### src/rtl/exec_unit.sv
// rtl/exec_unit.sv - registered RV32I execute stage with valid/ready handshakes
// Optional iterative shift-add multiplier (MUL/MULH/MULHSU/MULHU) enabled by EXEC_MUL_EN.
module exec_unit #(
    parameter int XLEN = 32,
    parameter int SHW  = $clog2(XLEN)
) (
    input  logic            clk,
    input  logic            rst_n,
    input  logic            in_valid,
    output logic            in_ready,
    input  logic [XLEN-1:0] op_a,
    input  logic [XLEN-1:0] op_b,
    input  logic [XLEN-1:0] imm,
    input  logic            alu_src,
    input  logic [1:0]      alu_op,
    input  logic [6:0]      func7,
    input  logic [2:0]      func3,
    output logic            out_valid,
    input  logic            out_ready,
    output logic [XLEN-1:0] result,
    output logic            zero,
    output logic            illegal
);

    localparam logic [6:0] F7_BASE = 7'b0000000;
    localparam logic [6:0] F7_ALT  = 7'b0100000;

`ifdef EXEC_MUL_EN
    localparam logic [6:0] F7_MUL  = 7'b0000001;
    typedef enum logic [1:0] {S_IDLE, S_HOLD, S_MUL} state_e;
`else
    typedef enum logic {S_IDLE, S_HOLD} state_e;
`endif

    state_e          state_q;
    logic [XLEN-1:0] result_q;
    logic            illegal_q;

    logic [XLEN-1:0] b_val;
    logic [XLEN-1:0] sra_res;
    logic [SHW-1:0]  shamt;
    logic [XLEN-1:0] result_d;
    logic            illegal_d;
    logic            accept;

    assign b_val   = alu_src ? imm : op_b;
    assign shamt   = b_val[SHW-1:0];
    assign sra_res = $unsigned($signed(op_a) >>> shamt);

`ifdef EXEC_MUL_EN
    logic                mul_d;
    logic [2*XLEN-1:0]   prod_q;
    logic [2*XLEN-1:0]   prod_d;
    logic [2*XLEN-1:0]   prod_fix;
    logic [XLEN-1:0]     mcand_q;
    logic [XLEN-1:0]     a_mag;
    logic [XLEN-1:0]     b_mag;
    logic [XLEN:0]       mul_sum;
    logic [SHW-1:0]      cnt_q;
    logic                neg_q;
    logic                hi_q;
    logic                a_sgn;
    logic                b_sgn;
    logic                a_neg;
    logic                b_neg;

    // MUL (000) runs unsigned: the low half is identical either way
    assign a_sgn = (func3[1:0] == 2'b01) || (func3[1:0] == 2'b10);
    assign b_sgn = (func3[1:0] == 2'b01);
    assign a_neg = a_sgn & op_a[XLEN-1];
    assign b_neg = b_sgn & op_b[XLEN-1];
    assign a_mag = a_neg ? -op_a : op_a;
    assign b_mag = b_neg ? -op_b : op_b;

    // Multiplier sits in the low half and shifts out as product bits shift in
    assign mul_sum  = {1'b0, prod_q[2*XLEN-1:XLEN]}
                    + (prod_q[0] ? {1'b0, mcand_q} : {(XLEN+1){1'b0}});
    assign prod_d   = {mul_sum, prod_q[XLEN-1:1]};
    assign prod_fix = neg_q ? -prod_d : prod_d;
`endif

    always_comb begin
        result_d  = '0;
        illegal_d = 1'b0;
`ifdef EXEC_MUL_EN
        mul_d     = 1'b0;
`endif
        case (alu_op)
            2'b00: result_d = op_a + b_val;
            2'b01: result_d = op_a - b_val;
            2'b10: begin
                if (!alu_src) begin
                    if (func7 == F7_ALT)
                        illegal_d = !((func3 == 3'b000) || (func3 == 3'b101));
`ifdef EXEC_MUL_EN
                    else if (func7 == F7_MUL) begin
                        mul_d     = !func3[2];
                        illegal_d = func3[2];
                    end
`endif
                    else if (func7 != F7_BASE)
                        illegal_d = 1'b1;
                end else begin
                    if (func3 == 3'b001)
                        illegal_d = (func7 != F7_BASE);
                    else if (func3 == 3'b101)
                        illegal_d = !((func7 == F7_BASE) || (func7 == F7_ALT));
                end
                case (func3)
                    3'b000: result_d = (!alu_src && func7 == F7_ALT) ? op_a - b_val
                                                                      : op_a + b_val;
                    3'b001: result_d = op_a << shamt;
                    3'b010: result_d = XLEN'($signed(op_a) < $signed(b_val));
                    3'b011: result_d = XLEN'(op_a < b_val);
                    3'b100: result_d = op_a ^ b_val;
                    3'b101: result_d = func7[5] ? sra_res : (op_a >> shamt);
                    3'b110: result_d = op_a | b_val;
                    default: result_d = op_a & b_val;
                endcase
            end
            default: illegal_d = 1'b1;
        endcase
        if (illegal_d)
            result_d = '0;
    end

    assign out_valid = (state_q == S_HOLD);
    assign in_ready  = (state_q == S_IDLE) || ((state_q == S_HOLD) && out_ready);
    assign accept    = in_valid & in_ready;
    assign result    = result_q;
    assign illegal   = illegal_q;
    assign zero      = (result_q == '0);

    always_ff @(posedge clk or negedge rst_n) begin
        if (!rst_n) begin
            state_q   <= S_IDLE;
            result_q  <= '0;
            illegal_q <= 1'b0;
`ifdef EXEC_MUL_EN
            prod_q    <= '0;
            mcand_q   <= '0;
            cnt_q     <= '0;
            neg_q     <= 1'b0;
            hi_q      <= 1'b0;
`endif
        end else begin
            case (state_q)
                S_IDLE, S_HOLD: begin
                    if (accept) begin
`ifdef EXEC_MUL_EN
                        if (mul_d) begin
                            state_q <= S_MUL;
                            mcand_q <= a_mag;
                            prod_q  <= {{XLEN{1'b0}}, b_mag};
                            cnt_q   <= '0;
                            neg_q   <= a_neg ^ b_neg;
                            hi_q    <= (func3[1:0] != 2'b00);
                        end else
`endif
                        begin
                            state_q   <= S_HOLD;
                            result_q  <= result_d;
                            illegal_q <= illegal_d;
                        end
                    end else if ((state_q == S_HOLD) && out_ready) begin
                        state_q <= S_IDLE;
                    end
                end
`ifdef EXEC_MUL_EN
                S_MUL: begin
                    prod_q <= prod_d;
                    if (cnt_q == SHW'(XLEN-1)) begin
                        state_q   <= S_HOLD;
                        result_q  <= hi_q ? prod_fix[2*XLEN-1:XLEN] : prod_fix[XLEN-1:0];
                        illegal_q <= 1'b0;
                    end else begin
                        cnt_q <= cnt_q + SHW'(1);
                    end
                end
`endif
                default: state_q <= S_IDLE;
            endcase
        end
    end

endmodule
### config.mk
export PLATFORM = sky130hd
export DESIGN_NAME = exec_unit
export DESIGN_NICKNAME = d
export VERILOG_FILES = /design/src/rtl/exec_unit.sv
export SDC_FILE = /design/constraint.sdc
export NUM_CORES = 1
export LEC_CHECK = 0
export ABC_AREA = 1
export BUFFER_PORTS_ARGS = -buffer_cell sky130_fd_sc_hd__buf_2
export CORE_ASPECT_RATIO = 1.25
export CORE_UTILIZATION = 30
export DETAILED_ROUTE_END_ITERATION = 6
export PLACE_DENSITY = 0.58
export SETUP_SLACK_MARGIN = 0.1
export SYNTH_ARGS = -nofsm -noshare
export SYNTH_HDL_FRONTEND = slang
export SYNTH_SLANG_ARGS = --single-unit
### constraint.sdc
create_clock -name clk -period 1.75 [get_ports clk]
set_input_delay 0.2625 -clock clk [delete_from_list [all_inputs] [get_ports clk]]
set_output_delay 0.2625 -clock clk [all_outputs]
set_load 0.005 [all_outputs]
==> flow_summary.toml <==
[placement]
io_buffers = 148
place_congestion = 1.05
place_ws_ps = -1510
dpl.cell_count = 3775
place_hpwl_microns = 65900
placed_area_sq_um = 19000

[detailed_routing]
drt.antenna.violating_nets = 0
drtIter0Drc = 2023
wl_per_cell_microns = 21.6
wirelength_microns = 83900
vias_per_cell = 5.39
dr.pass1.iters = 7
drc = 11
vias = 20900

[die]
initial_core_util = 0.307
die-width_microns = 190
die-height_microns = 237
ios = 149
rows = 85
die_area_sq_um = 45200
core-area_sq_um = 43400

[yosys]
synth_top_area_frac = 0.262
seq_area_frac_synth = 0.0639
synth_fp_nets = 2871
yosysTopAreaCell = "nand2_1"
syn_inst = 2643
synth_area_leaders = "nand2_1 26%, nand3_1 18%, ha_1 11%, inv_1 10%, dfrtp_1 6.4%"
synth_edf_count = 0
syn_area_sq_um = 13300
synth-seq-cells = 34
ys.flop_type = "dfrtp_1"
yosys_warnings = 0
synthArstFlopShare = 1.00
syn_area_per_cell_sq_um = 5.04
yosysUniqueCellTypes = 50

[global_route]
grt-ovfl-total = 0
grt_pass1_wl_microns = 120000
grt_usage = 0.358
grt_max_degree = 54
antenna_found_initial = 1
grt_pass1_vias = 20100

[cts]
clk_pin_slew_ps = 60
cts_tree = "done"
cts-htree-levels = 2
cts_buffer_depth = 2
clk_latency_ps = 290
cts_sinks = 34
cts_buffers = 5
cts_root_buffer = "clkbuf_16"

[final_layout]
antennaDiodeCount = 0
drive_above_1_share = 0.436
nNetsFinal = 3543
fin_util = 0.535
ff_latch_area_sq_um = 853
multi_input_area_sq_um = 13700
final_cells = 3881
area_growth_pct = 74.4
num-fill-cells = 4434
design_area_sq_um = 23200

[sta]
fmax_mhz = 369
setup_ws_ps = -957
rsz0062_at_grt = "yes"
fin_crit_ps = 2710
setup_viol = 32
fin_setup_tns_ps = -27550
slew_viol_final = 0
fin_crit_sh = 1.55
worstMarginPinSlew_ps = 592
hold_viol = 0
finalClockSkew_ps = 5.59
max_slew_margin = 0.606

[worst_setup_path]
cp.arrival_ps = 2880
start_kind = "primary input"
worstSetupEndpointType = "flip-flop"
crit_type = "in -> reg"
required_ps = 1920
critPathMaxFanout = 8

[flow_run]
max_cap_violations = 0

[power_and_ir_drop]
leakagePower_nw = 12.3
peakVddDrop_mv = 0.419
powerDensity_nw_per_um2 = 512

[hold_path]
hold_class = "in -> reg"

[status]
violations = "design-rule violations, negative setup slack"
status = "complete, but fails checks"
path summary, 6_finish.rpt:
| path | start | to | slack, ps | cells past startpoint |
|---|---|---|---|---|
| min in group asynchronous | rst_n | result[11] | 460 | 2 |
| worst min register to register | result[6] | result[6] | 510 | 2 |
| worst max-delay path | alu_src | result[28] | -960 | 24 |
| max in group asynchronous | rst_n | result[22] | 820 | 3 |
| worst min-delay path | in_valid | illegal | 250 | 3 |
| worst max register to register | out_valid | result[18] | 290 | 8 |
worst max-delay path, stage by stage:
cell and delay [ps]:
buf_16 170, buf_16 220, nand2_8 80, nand2_8 100, buf_8 110, ha_4 130, inv_2 40, fa_2 360
inv_2 70, nand3_2 80, nand3_4 120, buf_12 130, nand2_4 50, nand3_4 70, buf_6 120, nand3_2 140
nand3_1 160, nand3_1 90, nand3_1 80, nand2_1 50, nand2_1 50, nand2_1 60, nand2_1 50, nand2_1 40
placed cells by master (no fill, tap or decap), drive strengths merged, types with 7 or more instances in the layout:
master | netlist | final
a21oi | 141 | 141
buf | 68 | 769
dfrtp | 34 | 34
ha | 113 | 113
inv | 368 | 370
nand2 | 936 | 936
nand3 | 467 | 467
nand4 | 31 | 31
nor2 | 192 | 192
nor3 | 21 | 21
nor4 | 8 | 8
o211ai | 7 | 7
o21ai | 94 | 94
o21bai | 10 | 10
o221ai | 7 | 7
o22ai | 11 | 11
or2 | 45 | 45
xor2 | 16 | 16
Yosys cell counts (8+ instances only):
master,count
clkbuf_1,39
buf_1,9
o22ai_1,11
nand4_1,31
o21ai_0,82
nor3_1,21
inv_1,362
or2_2,36
nor4_1,8
buf_2,43
ha_1,113
o21ai_1,10
o21bai_1,10
a21oi_1,140
nand2_1,930
nand3_1,466
dfrtp_1,34
or2_1,8
nor2_1,189
xor2_1,16
buf_4,11
state kept, by name, summed over array words and instances (netlist names):
signal and flops:
result 32, illegal 1, out_valid 1
layer usage:
metal  wire length (microns)  vias up  part of all wire  track usage
met4                    8250        0             0.098        0.285
met5                       0        -                 0            0
li1                        -     9812                 -            -
met2                   38600     1056              0.46        0.592
met1                   30500     9693              0.36        0.411
met3                    6510      354             0.078       0.0493
through the flow:
stage	total power, mW	hold WS, ps
floorplan	4.94	-33.1
global placement	8.50	221
CTS	10.9	256
finish	11.9	254
detailed placement	8.49	227
global route	12.5	292
layout make-up:
class / instances / share of cell area
clock buffers: 5 / 0.00539
clock inverters: 3 / 0.00296
inverters: 371 / 0.0617
multi-input cells: 2129 / 0.591
flip-flops and latches: 34 / 0.0368
well taps: 565 / 0.0305
repair buffers: 772 / 0.271
repair inverters: 2 / 0.000863
power breakdown:
group / internal [mW] / switching, mW
logic: 4.08 / 5.55
registers: 0.906 / 0.144
clock network: 0.820 / 0.386
total: 5.80 / 6.08
cell families (layout without fill, tap and decap cells):
| group | after synthesis | after routing | synth area share |
|---|---|---|---|
| xor+xnor | 18 | 18 | 0.0118 |
| fa+ha+maj | 115 | 115 | 0.109 |
| flops | 34 | 34 | 0.0639 |
| buf+inv | 480 | 1153 | 0.146 |
| compound gates | 284 | 284 | 0.118 |
| simple gates | 1712 | 1712 | 0.551 |
what timing repair did:
item                                    CTS  global route
cloned                                    9             1
hold endpoints to repair                 16             0
endpoints found under the setup margin   34            34
resized for setup                       478           284
buffers inserted                         44            44
hold buffers                              1             0
pin swaps                               158           150
Note: power is estimated with default switching activity, not from simulation.
